File: config.mk
export PLATFORM = sky130hd
export DESIGN_NAME = bist_scheduler
export DESIGN_NICKNAME = d
export VERILOG_FILES = /design/src/rtl/bist_sched_pkg.sv /design/src/rtl/bist_scheduler_rr_arbiter.sv /design/src/rtl/bist_scheduler.sv
export SDC_FILE = /design/constraint.sdc
export NUM_CORES = 1
export LEC_CHECK = 0
export BUFFER_PORTS_ARGS = -buffer_cell sky130_fd_sc_hd__buf_2
export CORE_MARGIN = 2
export CORE_UTILIZATION = 45
export CTS_CLUSTER_DIAMETER = 80
export DETAILED_ROUTE_END_ITERATION = 16
export PLACE_DENSITY = 0.65
export SLEW_MARGIN = 20
export SYNTH_ARGS = -nofsm -noshare
export SYNTH_HDL_FRONTEND = slang
export SYNTH_SLANG_ARGS = --single-unit
File: constraint.sdc
create_clock -name ClK -period 2.7 [get_ports ClK]
set_input_delay 0.135 -clock ClK [delete_from_list [all_inputs] [get_ports ClK]]
set_output_delay 0.135 -clock ClK [all_outputs]
set_load 0.05 [all_outputs]
File: src/rtl/bist_sched_pkg.sv
// Shared types and helpers for the BIST scheduler: FSM state encoding and
// counter sizing.
package bist_sched_pkg;

  localparam int DEF_ERR_W = 3;

  typedef enum logic [2:0] {
    S_IDLE      = 3'd0,
    S_START     = 3'd1,
    S_WAIT_BUSY = 3'd2,
    S_RUN       = 3'd3,
    S_CAPTURE   = 3'd4
  } sched_state_t;

  // One counter serves both the start wait and the run supervision.
  function automatic int cnt_width(input int busy_wait, input int run_timeout);
    int m;
    m = (busy_wait > run_timeout) ? busy_wait : run_timeout;
    return $clog2(m + 1);
  endfunction

endpackage

File: src/rtl/bist_scheduler_rr_arbiter.sv
// Combinational round-robin pick: first set request at or after Ptr, wrapping.
// Win is one-hot, or zero when no request is set.
module rr_arbiter #(
  parameter  int N     = 4,
  localparam int PTR_W = $clog2(N)
) (
  input  logic [N-1:0]     Req,
  input  logic [PTR_W-1:0] Ptr,
  output logic [N-1:0]     Win
);

  logic [PTR_W-1:0] idx;
  logic             found;

  always_comb begin
    Win   = '0;
    found = 1'b0;
    idx   = '0;
    for (int i = 0; i < N; i++) begin
      idx = PTR_W'((int'(Ptr) + i) % N);
      if (!found && Req[idx]) begin
        Win[idx] = 1'b1;
        found    = 1'b1;
      end
    end
  end

endmodule

File: src/rtl/bist_scheduler.sv
// Shares one BIST engine among NUM_REQ requesters: round-robin grant, one-cycle
// start pulse, start/run timeouts, and a per-requester completion pulse.
module bist_scheduler
  import bist_sched_pkg::*;
#(
  parameter int NUM_REQ     = 4,
  parameter int BUSY_WAIT   = 8,
  parameter int RUN_TIMEOUT = 1024,
  parameter int ERR_W       = DEF_ERR_W
) (
  input  logic               ClK,
  input  logic               Clear,
  input  logic [NUM_REQ-1:0] Req,
  output logic [NUM_REQ-1:0] Grant,
  output logic [NUM_REQ-1:0] Done,
  output logic [ERR_W-1:0]   Err_Code,
  output logic               Timeout_Flag,
  output logic [NUM_REQ-1:0] Err_Log,
  output logic               BIST_Start,
  input  logic               BIST_Busy,
  input  logic [ERR_W-1:0]   BIST_Error,
  output logic               Sched_Busy,
  output sched_state_t       Sched_State
);

  // Handshake: a requester holds Req until it sees its Done pulse; Grant is
  // one-hot while a test is owned. Toward the engine, BIST_Start pulses one
  // cycle, the engine answers by raising BIST_Busy, and BIST_Error is taken
  // the cycle after Busy is seen low.
  localparam int PTR_W = $clog2(NUM_REQ);
  localparam int CNT_W = cnt_width(BUSY_WAIT, RUN_TIMEOUT);

  sched_state_t       state_q, state_d;
  logic [CNT_W-1:0]   cnt_q, cnt_d;
  logic               timeout_q, timeout_d;
  logic [PTR_W-1:0]   ptr_q, owner_q, win_idx;
  logic [NUM_REQ-1:0] win;
  logic               capture_err;

  rr_arbiter #(.N(NUM_REQ)) u_arb (
    .Req (Req),
    .Ptr (ptr_q),
    .Win (win)
  );

  always_comb begin
    win_idx = '0;
    for (int i = 0; i < NUM_REQ; i++)
      if (win[i]) win_idx = PTR_W'(i);
  end

  assign capture_err = timeout_q | (|BIST_Error);
  assign Sched_State = state_q;

  // Busy is checked before the counter so a response on the last allowed
  // cycle still counts as a start.
  always_comb begin
    state_d   = state_q;
    cnt_d     = cnt_q;
    timeout_d = timeout_q;
    case (state_q)
      S_IDLE:    if (|Req) state_d = S_START;
      S_START: begin
        state_d   = S_WAIT_BUSY;
        cnt_d     = '0;
        timeout_d = 1'b0;
      end
      S_WAIT_BUSY: begin
        if (BIST_Busy) begin
          state_d = S_RUN;
          cnt_d   = '0;
        end else if (cnt_q == CNT_W'(BUSY_WAIT - 1)) begin
          state_d   = S_CAPTURE;
          timeout_d = 1'b1;
        end else begin
          cnt_d = cnt_q + CNT_W'(1);
        end
      end
      S_RUN: begin
        if (!BIST_Busy) begin
          state_d   = S_CAPTURE;
          timeout_d = 1'b0;
        end else if (cnt_q == CNT_W'(RUN_TIMEOUT - 1)) begin
          state_d   = S_CAPTURE;
          timeout_d = 1'b1;
        end else begin
          cnt_d = cnt_q + CNT_W'(1);
        end
      end
      S_CAPTURE: state_d = S_IDLE;
      default:   state_d = S_IDLE;
    endcase
  end

  always_ff @(posedge ClK) begin
    if (Clear) begin
      state_q      <= S_IDLE;
      cnt_q        <= '0;
      timeout_q    <= 1'b0;
      ptr_q        <= '0;
      owner_q      <= '0;
      Grant        <= '0;
      Done         <= '0;
      Err_Code     <= '0;
      Timeout_Flag <= 1'b0;
      Err_Log      <= '0;
      BIST_Start   <= 1'b0;
      Sched_Busy   <= 1'b0;
    end else begin
      state_q      <= state_d;
      cnt_q        <= cnt_d;
      timeout_q    <= timeout_d;
      BIST_Start   <= (state_q == S_IDLE) && (|Req);
      Sched_Busy   <= (state_d != S_IDLE);
      Done         <= '0;
      Err_Code     <= '0;
      Timeout_Flag <= 1'b0;
      if ((state_q == S_IDLE) && (|Req)) begin
        Grant   <= win;
        owner_q <= win_idx;
      end
      // Err_Log keeps only the latest outcome of each requester.
      if (state_q == S_CAPTURE) begin
        Done         <= Grant;
        Err_Code     <= timeout_q ? '0 : BIST_Error;
        Timeout_Flag <= timeout_q;
        Err_Log      <= (Err_Log & ~Grant) | (capture_err ? Grant : '0);
        Grant        <= '0;
        ptr_q        <= (owner_q == PTR_W'(NUM_REQ - 1)) ? '0 : owner_q + PTR_W'(1);
      end
    end
  end

endmodule
==> results of run 1 <==
routing by layer:
layer,global-route usage,share of wire,vias to the layer above
li1,-,-,836
met5,0,0,-
met3,0.0509,0.029,9
met4,0.0675,0.017,0
met1,0.214,0.48,758
met2,0.278,0.48,21
cell families after synthesis:
| logic type | Yosys count | synth area share |
|---|---|---|
| and+or+nand+nor | 80 | 0.236 |
| AOI/OAI and AO/OA | 56 | 0.215 |
| DFF | 37 | 0.386 |
| buffers and inverters | 16 | 0.0371 |
| adders and majority gates | 10 | 0.0651 |
| muxes | 6 | 0.0612 |
through the flow:
step | area (sq um) | setup WS (ns) | cells
after floorplan | 1920 | 0.451 | 205
after global placement | 2100 | 0.361 | 277
after detailed placement | 2100 | 0.323 | 277
after CTS | 2190 | 0.308 | 284
after global routing | 2190 | 0.109 | 284
final | 2190 | 0.327 | 284
synthesized netlist by cell type (2+ instances only):
cell / instances
and3_1: 8
mux2i_1: 2
mux4_1: 2
ha_1: 10
a211o_1: 2
nand2_1: 15
a21oi_1: 14
nor2b_1: 5
clkbuf_1: 6
nor3b_1: 3
dfxtp_1: 37
nand3_1: 4
o21ai_0: 10
o22a_1: 7
nor3_1: 10
and2_1: 6
inv_1: 6
nor4_1: 9
buf_2: 3
mux4_2: 2
nor2_1: 13
o211ai_1: 2
a311oi_1: 4
a21o_1: 2
area by class of cell:
type | instances | area [sq um] | share of cell area
flip-flops and latches | 37 | 741 | 0.339
multi-input cells | 152 | 1110 | 0.507
repair buffers | 32 | 165 | 0.0756
inverters | 6 | 22.5 | 0.0103
clock buffers | 7 | 86.3 | 0.0395
well taps | 50 | 62.6 | 0.0286
how the worst min path moves through the flow:
stage	startpoint	to	slack (ns)	depth (start not counted)
detailed placement	BIST_Error[1]	Err_Code[1]	0.36	2
global placement	BIST_Error[1]	Err_Code[1]	0.35	2
floorplan	BIST_Error[0]	Err_Code[0]	0.26	1
global route	BIST_Error[1]	Err_Code[1]	0.07	2
finish	BIST_Error[1]	Err_Code[1]	0.07	2
CTS	BIST_Error[1]	Err_Code[1]	0.06	2
power breakdown:
part,switching (mW),total [mW],internal (mW)
registers,0.0379,0.617,0.580
logic,0.213,0.313,0.0993
clock network,0.185,0.388,0.202
total,0.437,1.32,0.881
==> summary.md, run 1 <==
| Metric | Value |
|---|---|
| Port buffer count | `30` |
| Drt first pass iters | `4` |
| Initial core utilization | `0.473` |
| Total congestion overflow | `0` |
| Number of setup violations in the final report | `0` |
| DP HPWL | `2930 um` |
| Worst-Skew Late Latency | `0.29 ns` |
| Cell count after synthesis | `205` |
| Crit share post-route | `0.879` |
| Critical path peak fanout | `8` |
| ANT nets after route | `0` |
| Worst r2r src | `ptr_q[1]` |
| Diodes inserted | `0` |
| Commonest non-fill, non-tap cell in the layout | `dfxtp_1` |
| Vias | `1624` |
| WP buf/inv | `1` |
| Nets | `254` |
| Clock transition at path regs | `0.07 ns` |
| CTS buffer count | `5` |
| First-pass GRT wire length | `6660 um` |
| Run status | `finished, final reports clean` |
| Ports | `31` |
| Endpoint type of the worst setup path | `register` |
| Core area | `4060 sq um` |
| Fin util | `0.539` |
| Ys async rst share | `0` |
| Total chip power | `1.32 mW` |
| Synthesized area | `1920 sq um` |
| RSZ-0062 raised after global routing | `no` |
| Max Cap Viol | `0` |
| Synth top area cells | `dfxtp_1 (39%), ha_1 (6.5%), a21oi_1 (3.6%)` |
| Seq/Total Area, Yosys | `0.386` |
| WP data required | `2.89 ns` |
| EDFF count, synth | `0` |
| Syn Nets | `225` |
| Layout cells sized above 1 | `0.209` |
| CTS HTree Levels | `2` |
| Area Growth Syn to Fin | `13.8%` |
| CTS resizes | `0` |
| Post-synth top area cell | `dfxtp_1` |
| Crit-path slowest cell | `dfxtp_1` |
| Kind of critical path | `register to register` |
| Critical Path Max Stage Delay | `0.48 ns` |
| Synth warn | `0` |
| Commonest cells after routing, fill and taps aside | `dfxtp_1 (37), buf_2 (30), nand2_1 (15)` |
| Max IR drop VDD | `0.353 mV` |
| Top FF cell, synth | `dfxtp_1` |
| Die Y | `69.3 um` |
| Setup Fix Bufs, Post-CTS | `0` |
| Final Hold Viols | `0` |
| Measured slew at the worst slew-check pin | `0.734 ns` |
| Clock Path Buffers | `2` |
| Worst R2R Setup Slack | `0.33 ns` |
| Clk sinks | `37` |
| Crit path to | `Grant[2]` |
| Total track usage | `0.171` |
| Period minus WS final | `2.37 ns` |
| Hold-fix buffers, CTS | `0` |
| Critical path startpoint category | `register` |
| Crit path from | `ptr_q[1]` |
| Die area | `4810 sq um` |
| Vias in the first global route | `1470` |
| Largest net degree at the start of global routing | `18` |
| Crit path DAT | `2.56 ns` |
| Root buffer cell | `clkbuf_8` |
| Number of placement rows | `23` |
| Reg-to-Reg End | `Grant[2]` |
| Fill count | `387` |
| Slew Viols, Final | `0` |
| CTS tree | `done` |
| Antenna violations before repair | `0` |
| Synth Register Bits | `37` |
| Via density | `5.72` |
| Syn avg cell area | `9.37 sq um` |
| Peak Freq | `421 MHz` |
| Horiz. Die Dim | `69.3 um` |
| DRC Markers | `0` |
| Leakage | `0.892 nW` |
| Final hold slack | `0.0684 ns` |
| Stages on worst setup path | `7` |
| Average wire per standard cell | `14.2 um` |
| Synth cell types | `47` |
| Reg2reg path depth | `7` |
| TNS Setup | `0 ns` |
| Slew headroom | `0.505` |
| Total routed wirelength | `4040 um` |
| CP top delay family | `simple AND/OR/NAND/NOR gates` |
| Pwr Density | `603 nW/um^2` |
| Gpl congestion | `0.795` |
| Skew final | `0.00530 ns` |
| DRT iter0 DRCs | `59` |
| HP Class | `input pin to register` |
| Top-area cell type share of the netlist area | `0.386` |
| Critical Path, Cell by Cell | `inv_1, ha_1, mux4_2, nor4b_4, nand2_1, and2_4, a2111oi_4` |
No activity file was read; power rests on OpenSTA's default activity.
==> run 2: changes to the inputs <==
- CAP_MARGIN: not set -> 20
- CTS_BUF_LIST: not set -> sky130_fd_sc_hd__clkbuf_16
==> summary.md, run 2 (same netlist as run 1, synthesis figures left out) <==
| Metric | Value |
|---|---|
| Skew final | `0.00287 ns (was 0.00530 ns)` |
| Area Growth Syn to Fin | `16.2% (was 13.8%)` |
| PnR worst setup slack | `0.322 ns (was 0.327 ns)` |
| Port buffer count | `30 (unchanged)` |
| Die area | `4810 sq um (unchanged)` |
| Crit-path slowest cell | `dfxtp_1 (unchanged)` |
| Total track usage | `0.176 (was 0.171)` |
| Total routed wirelength | `4080 um (was 4040 um)` |
| Leakage | `0.916 nW (was 0.892 nW)` |
| Endpoint type of the worst setup path | `register (unchanged)` |
| Die Y | `69.3 um (unchanged)` |
| Hold-fix buffers, CTS | `0 (unchanged)` |
| RSZ-0062 raised after global routing | `no (unchanged)` |
| Critical Path, Cell by Cell | `inv_1, ha_1, mux4_2, nor4b_4, nand2_1, and2_4, a2111oi_4 (unchanged)` |
| Max IR drop VDD | `0.396 mV (was 0.353 mV)` |
| Horiz. Die Dim | `69.3 um (unchanged)` |
| Commonest non-fill, non-tap cell in the layout | `dfxtp_1 (unchanged)` |
| Worst-Skew Late Latency | `0.28 ns (was 0.29 ns)` |
| Kind of critical path | `register to register (unchanged)` |
| TNS Setup | `0 ns (unchanged)` |
| CTS tree | `done (unchanged)` |
| Antenna violations before repair | `0 (unchanged)` |
| Critical Path Max Stage Delay | `0.47 ns (was 0.48 ns)` |
| Initial core utilization | `0.473 (unchanged)` |
| DRC Markers | `0 (unchanged)` |
| Critical path peak fanout | `8 (unchanged)` |
| Core area | `4060 sq um (unchanged)` |
| Drt first pass iters | `4 (unchanged)` |
| Vias | `1618 (was 1624)` |
| Number of setup violations in the final report | `0 (unchanged)` |
| Pwr Density | `658 nW/um^2 (was 603 nW/um^2)` |
| Crit path DAT | `2.56 ns (about the same)` |
| Vias in the first global route | `1502 (was 1470)` |
| Total chip power | `1.47 mW (was 1.32 mW)` |
| Layout cells sized above 1 | `0.205 (was 0.209)` |
| Gpl congestion | `0.795 (unchanged)` |
| Nets | `254 (unchanged)` |
| Period minus WS final | `2.38 ns (was 2.37 ns)` |
| CTS resizes | `0 (unchanged)` |
| CTS HTree Levels | `2 (unchanged)` |
| Clock Path Buffers | `2 (unchanged)` |
| DRT iter0 DRCs | `70 (was 59)` |
| Clock transition at path regs | `0.05 ns (was 0.07 ns)` |
| WP buf/inv | `1 (unchanged)` |
| Critical path startpoint category | `register (unchanged)` |
| Final hold slack | `0.0770 ns (was 0.0684 ns)` |
| Diodes inserted | `0 (unchanged)` |
| Run status | `finished, final reports clean (unchanged)` |
| Setup Fix Bufs, Post-CTS | `0 (unchanged)` |
| HP Class | `input pin to register (unchanged)` |
| DP HPWL | `2930 um (unchanged)` |
| ANT nets after route | `0 (unchanged)` |
| CP top delay family | `simple AND/OR/NAND/NOR gates (unchanged)` |
| WP data required | `2.88 ns (was 2.89 ns)` |
| Average wire per standard cell | `14.4 um (was 14.2 um)` |
| Slew headroom | `0.505 (about the same)` |
| Number of placement rows | `23 (unchanged)` |
| Slew Viols, Final | `0 (unchanged)` |
| Crit share post-route | `0.881 (was 0.879)` |
| Clk sinks | `37 (unchanged)` |
| Measured slew at the worst slew-check pin | `0.733 ns (was 0.734 ns)` |
| Final Hold Viols | `0 (unchanged)` |
| CTS buffer count | `5 (unchanged)` |
| Root buffer cell | `clkbuf_16 (was clkbuf_8)` |
| Total congestion overflow | `0 (unchanged)` |
| Largest net degree at the start of global routing | `18 (unchanged)` |
| Ports | `31 (unchanged)` |
| Commonest cells after routing, fill and taps aside | `dfxtp_1 (37), buf_2 (30), nand2_1 (15) (unchanged)` |
| First-pass GRT wire length | `6820 um (was 6660 um)` |
| Peak Freq | `420 MHz (was 421 MHz)` |
| Via density | `5.70 (was 5.72)` |
| Worst slack at placement | `0.323 ns (unchanged)` |
| Max Cap Viol | `0 (unchanged)` |
| Fin util | `0.550 (was 0.539)` |
## run 2: layout make-up
cell class	count	area, sq um
Timing Repair Buffer	32	165
Clock buffer	5	125
Multi-Input combinational cell	152	1110
Tap cell	50	62.6
Clock inverter	2	7.51
Sequential cell	37	741
Fill cell	382	1830
Inverter	6	22.5
## run 2: per-stage QoR
stage / area [sq um] / instances
after floorplan: 1920 / 205
after global placement: 2100 / 277
after detailed placement: 2100 / 277
after CTS: 2230 / 284
after global routing: 2230 / 284
final: 2230 / 284
## run 2: final timing paths
check	start	end	slack (ns)	depth (start not counted)
worst max-delay path	ptr_q[1]	Grant[2]	0.32	7
worst min-delay path	BIST_Error[1]	Err_Code[1]	0.08	2
worst max register to register	ptr_q[1]	Grant[2]	0.32	7
worst min register to register	timeout_q	Timeout_Flag	0.51	1
## run 2: metal layers
| layer | vias to the layer above | track usage | share of wire |
|---|---|---|---|
| met5 | - | 0 | 0 |
| met4 | 0 | 0.0675 | 0.016 |
| met3 | 9 | 0.0509 | 0.023 |
| met2 | 15 | 0.290 | 0.48 |
| met1 | 757 | 0.216 | 0.48 |
| li1 | 837 | - | - |
## run 2: power by group
part / switching (mW) / internal (mW)
sequential: 0.0393 / 0.580
combinational: 0.216 / 0.0993
clock: 0.205 / 0.330
total: 0.460 / 1.01
==> run 3: changes to the inputs <==
- clock period: 2.7 -> 2.4 ns (I/O delays scaled with it)
==> summary.md, run 3 (same netlist as run 1, synthesis figures left out) <==
| Metric | Value |
|---|---|
| Total congestion overflow | `0 (unchanged)` |
| Antenna violations before repair | `0 (unchanged)` |
| Period minus WS final | `2.22 ns (was 2.38 ns)` |
| Worst R2R Setup Slack | `0.18 ns (was 0.32 ns)` |
| Largest net degree at the start of global routing | `20 (was 18)` |
| GR met3 Demand/Resource | `0.0552 (was 0.0509)` |
| RSZ-0062 raised after global routing | `no (unchanged)` |
| Met1 Use GR | `0.223 (was 0.216)` |
| Vias in the first global route | `1520 (was 1502)` |
| Most used routing layer | `met2 (unchanged)` |
| Vias | `1639 (was 1618)` |
| Placed cell area | `2110 sq um (was 2100 sq um)` |
| Kind of critical path | `register to register (unchanged)` |
| DP HPWL | `2930 um (about the same)` |
| Skew final | `0.00425 ns (was 0.00287 ns)` |
| Die Y | `69.3 um (unchanged)` |
| Fill count | `372 (was 382)` |
| P_int | `1.15 mW (was 1.01 mW)` |
| Total routed wirelength | `4120 um (was 4080 um)` |
| Slew Viols, Final | `0 (unchanged)` |
| CTS HTree Levels | `2 (unchanged)` |
| Crit path to | `Grant[2] (unchanged)` |
| Initial core utilization | `0.473 (unchanged)` |
| Clock transition at path regs | `0.06 ns (was 0.05 ns)` |
| Commonest cells after routing, fill and taps aside | `dfxtp_1 (37), buf_2 (30), nand2_1 (15) (unchanged)` |
| Critical path peak fanout | `5 (was 8)` |
| Reg-to-Reg End | `Grant[2] (unchanged)` |
| Port buffer count | `30 (unchanged)` |
| NetSw | `0.533 mW (was 0.460 mW)` |
| Measured slew at the worst slew-check pin | `0.671 ns (was 0.733 ns)` |
| Area Growth Syn to Fin | `18.3% (was 16.2%)` |
| Max IR drop VDD | `0.515 mV (was 0.396 mV)` |
| Horiz. Die Dim | `69.3 um (unchanged)` |
| Design area | `2270 sq um (was 2230 sq um)` |
| Die area | `4810 sq um (unchanged)` |
| Reg2reg path depth | `7 (unchanged)` |
| Max Cap Viol | `0 (unchanged)` |
| Worst-Skew Late Latency | `0.28 ns (about the same)` |
| CTS buffer count | `5 (unchanged)` |
| DRT iter0 DRCs | `66 (was 70)` |
| TNS Setup | `0 ns (unchanged)` |
| Setup Fix Bufs, Post-CTS | `0 (unchanged)` |
| CTS tree | `done (unchanged)` |
| Total chip power | `1.68 mW (was 1.47 mW)` |
| Pwr Density | `739 nW/um^2 (was 658 nW/um^2)` |
| Commonest non-fill, non-tap cell in the layout | `dfxtp_1 (unchanged)` |
| Crit path DAT | `2.41 ns (was 2.56 ns)` |
| Clk sinks | `37 (unchanged)` |
| Via density | `5.67 (was 5.70)` |
| Core area | `4060 sq um (unchanged)` |
| WP data required | `2.59 ns (was 2.88 ns)` |
| First-pass GRT wire length | `6960 um (was 6820 um)` |
| Drt first pass iters | `4 (unchanged)` |
| Met2 usage | `0.287 (was 0.290)` |
| ANT nets after route | `0 (unchanged)` |
| HP Class | `input pin to register (unchanged)` |
| Clock Path Buffers | `2 (unchanged)` |
| Crit path from | `ptr_q[1] (unchanged)` |
| Switching Share | `0.317 (was 0.313)` |
| Endpoint type of the worst setup path | `register (unchanged)` |
| Layout cells sized above 1 | `0.230 (was 0.205)` |
| CTS resizes | `0 (unchanged)` |
| Nets | `258 (was 254)` |
| Critical path startpoint category | `register (unchanged)` |
| Hold-fix buffers, CTS | `0 (unchanged)` |
| DRC Markers | `0 (unchanged)` |
| Gpl congestion | `0.827 (was 0.795)` |
| Slew headroom | `0.547 (was 0.505)` |
| Peak Freq | `451 MHz (was 420 MHz)` |
| Root buffer cell | `clkbuf_16 (unchanged)` |
| Crit share post-route | `0.925 (was 0.881)` |
| Power share of the clock group | `0.374 (was 0.364)` |
| Ports | `31 (unchanged)` |
| Combinational fraction of design power | `0.213 (was 0.215)` |
| Diodes inserted | `0 (unchanged)` |
| Worst r2r src | `ptr_q[1] (unchanged)` |
| Final Hold Viols | `0 (unchanged)` |
| Number of placement rows | `23 (unchanged)` |
| Average wire per standard cell | `14.2 um (was 14.4 um)` |
| Register share of total power | `0.413 (was 0.422)` |
| Total track usage | `0.179 (was 0.176)` |
| Number of setup violations in the final report | `0 (unchanged)` |
| Run status | `finished, final reports clean (unchanged)` |
| Leakage | `0.936 nW (was 0.916 nW)` |
run 3: worst max-delay path, stage by stage (launching register included):
cell and delay, ns:
dfxtp_1 0.41, inv_1 0.12, ha_1 0.31, mux4_2 0.37, nor4b_4 0.32, nand2_1 0.12
and2_4 0.16, a2111oi_4 0.31
run 3: worst min path at each step:
stage	start	endpoint	slack [ns]	cells past startpoint
2_1_floorplan	BIST_Error[0]	Err_Code[0]	0.24	1
4_1_cts	BIST_Error[1]	Err_Code[1]	0.06	2
5_1_grt	BIST_Error[2]	Err_Code[2]	0.06	2
6_report	BIST_Error[1]	Err_Code[1]	0.06	2
3_5_place_dp	BIST_Error[1]	Err_Code[1]	0.35	2
3_3_place_gp	BIST_Error[1]	Err_Code[1]	0.34	2
run 3: per-stage QoR:
stage	setup slack, ns	hold WS [ns]	utilization	instances
final	0.181	0.0585	0.560	289
after floorplan	0.151	0.242	-	205
after global placement	0.184	0.339	0.521	279
after global routing	0.0127	0.0640	0.560	289
after CTS	0.107	0.0599	0.556	287
after detailed placement	0.116	0.348	0.521	279
run 3: power groups by stage:
stage | clock network, mW | registers [mW] | logic (mW)
finish | 0.629 | 0.694 | 0.358
global route | 0.664 | 0.701 | 0.386
CTS | 0.641 | 0.695 | 0.358
detailed placement | 0 | 0.707 | 0.356
global placement | 0 | 0.708 | 0.356
floorplan | 0 | 0.787 | 0.191
run 3: area by class of cell:
| cell class | instances | area [sq um] | share of cell area |
|---|---|---|---|
| Timing Repair Buffer | 36 | 195 | 0.0859 |
| Clock inverter | 3 | 17.5 | 0.00771 |
| Sequential cell | 37 | 741 | 0.326 |
| Multi-Input combinational cell | 152 | 1110 | 0.488 |
| Tap cell | 50 | 62.6 | 0.0275 |
| Inverter | 6 | 22.5 | 0.00991 |
| Clock buffer | 5 | 125 | 0.0551 |
run 3: routing by layer:
layer,routed length [um],vias up
met5,0,-
met4,69,0
met3,136,6
met2,1950,18
met1,1960,767
li1,-,848
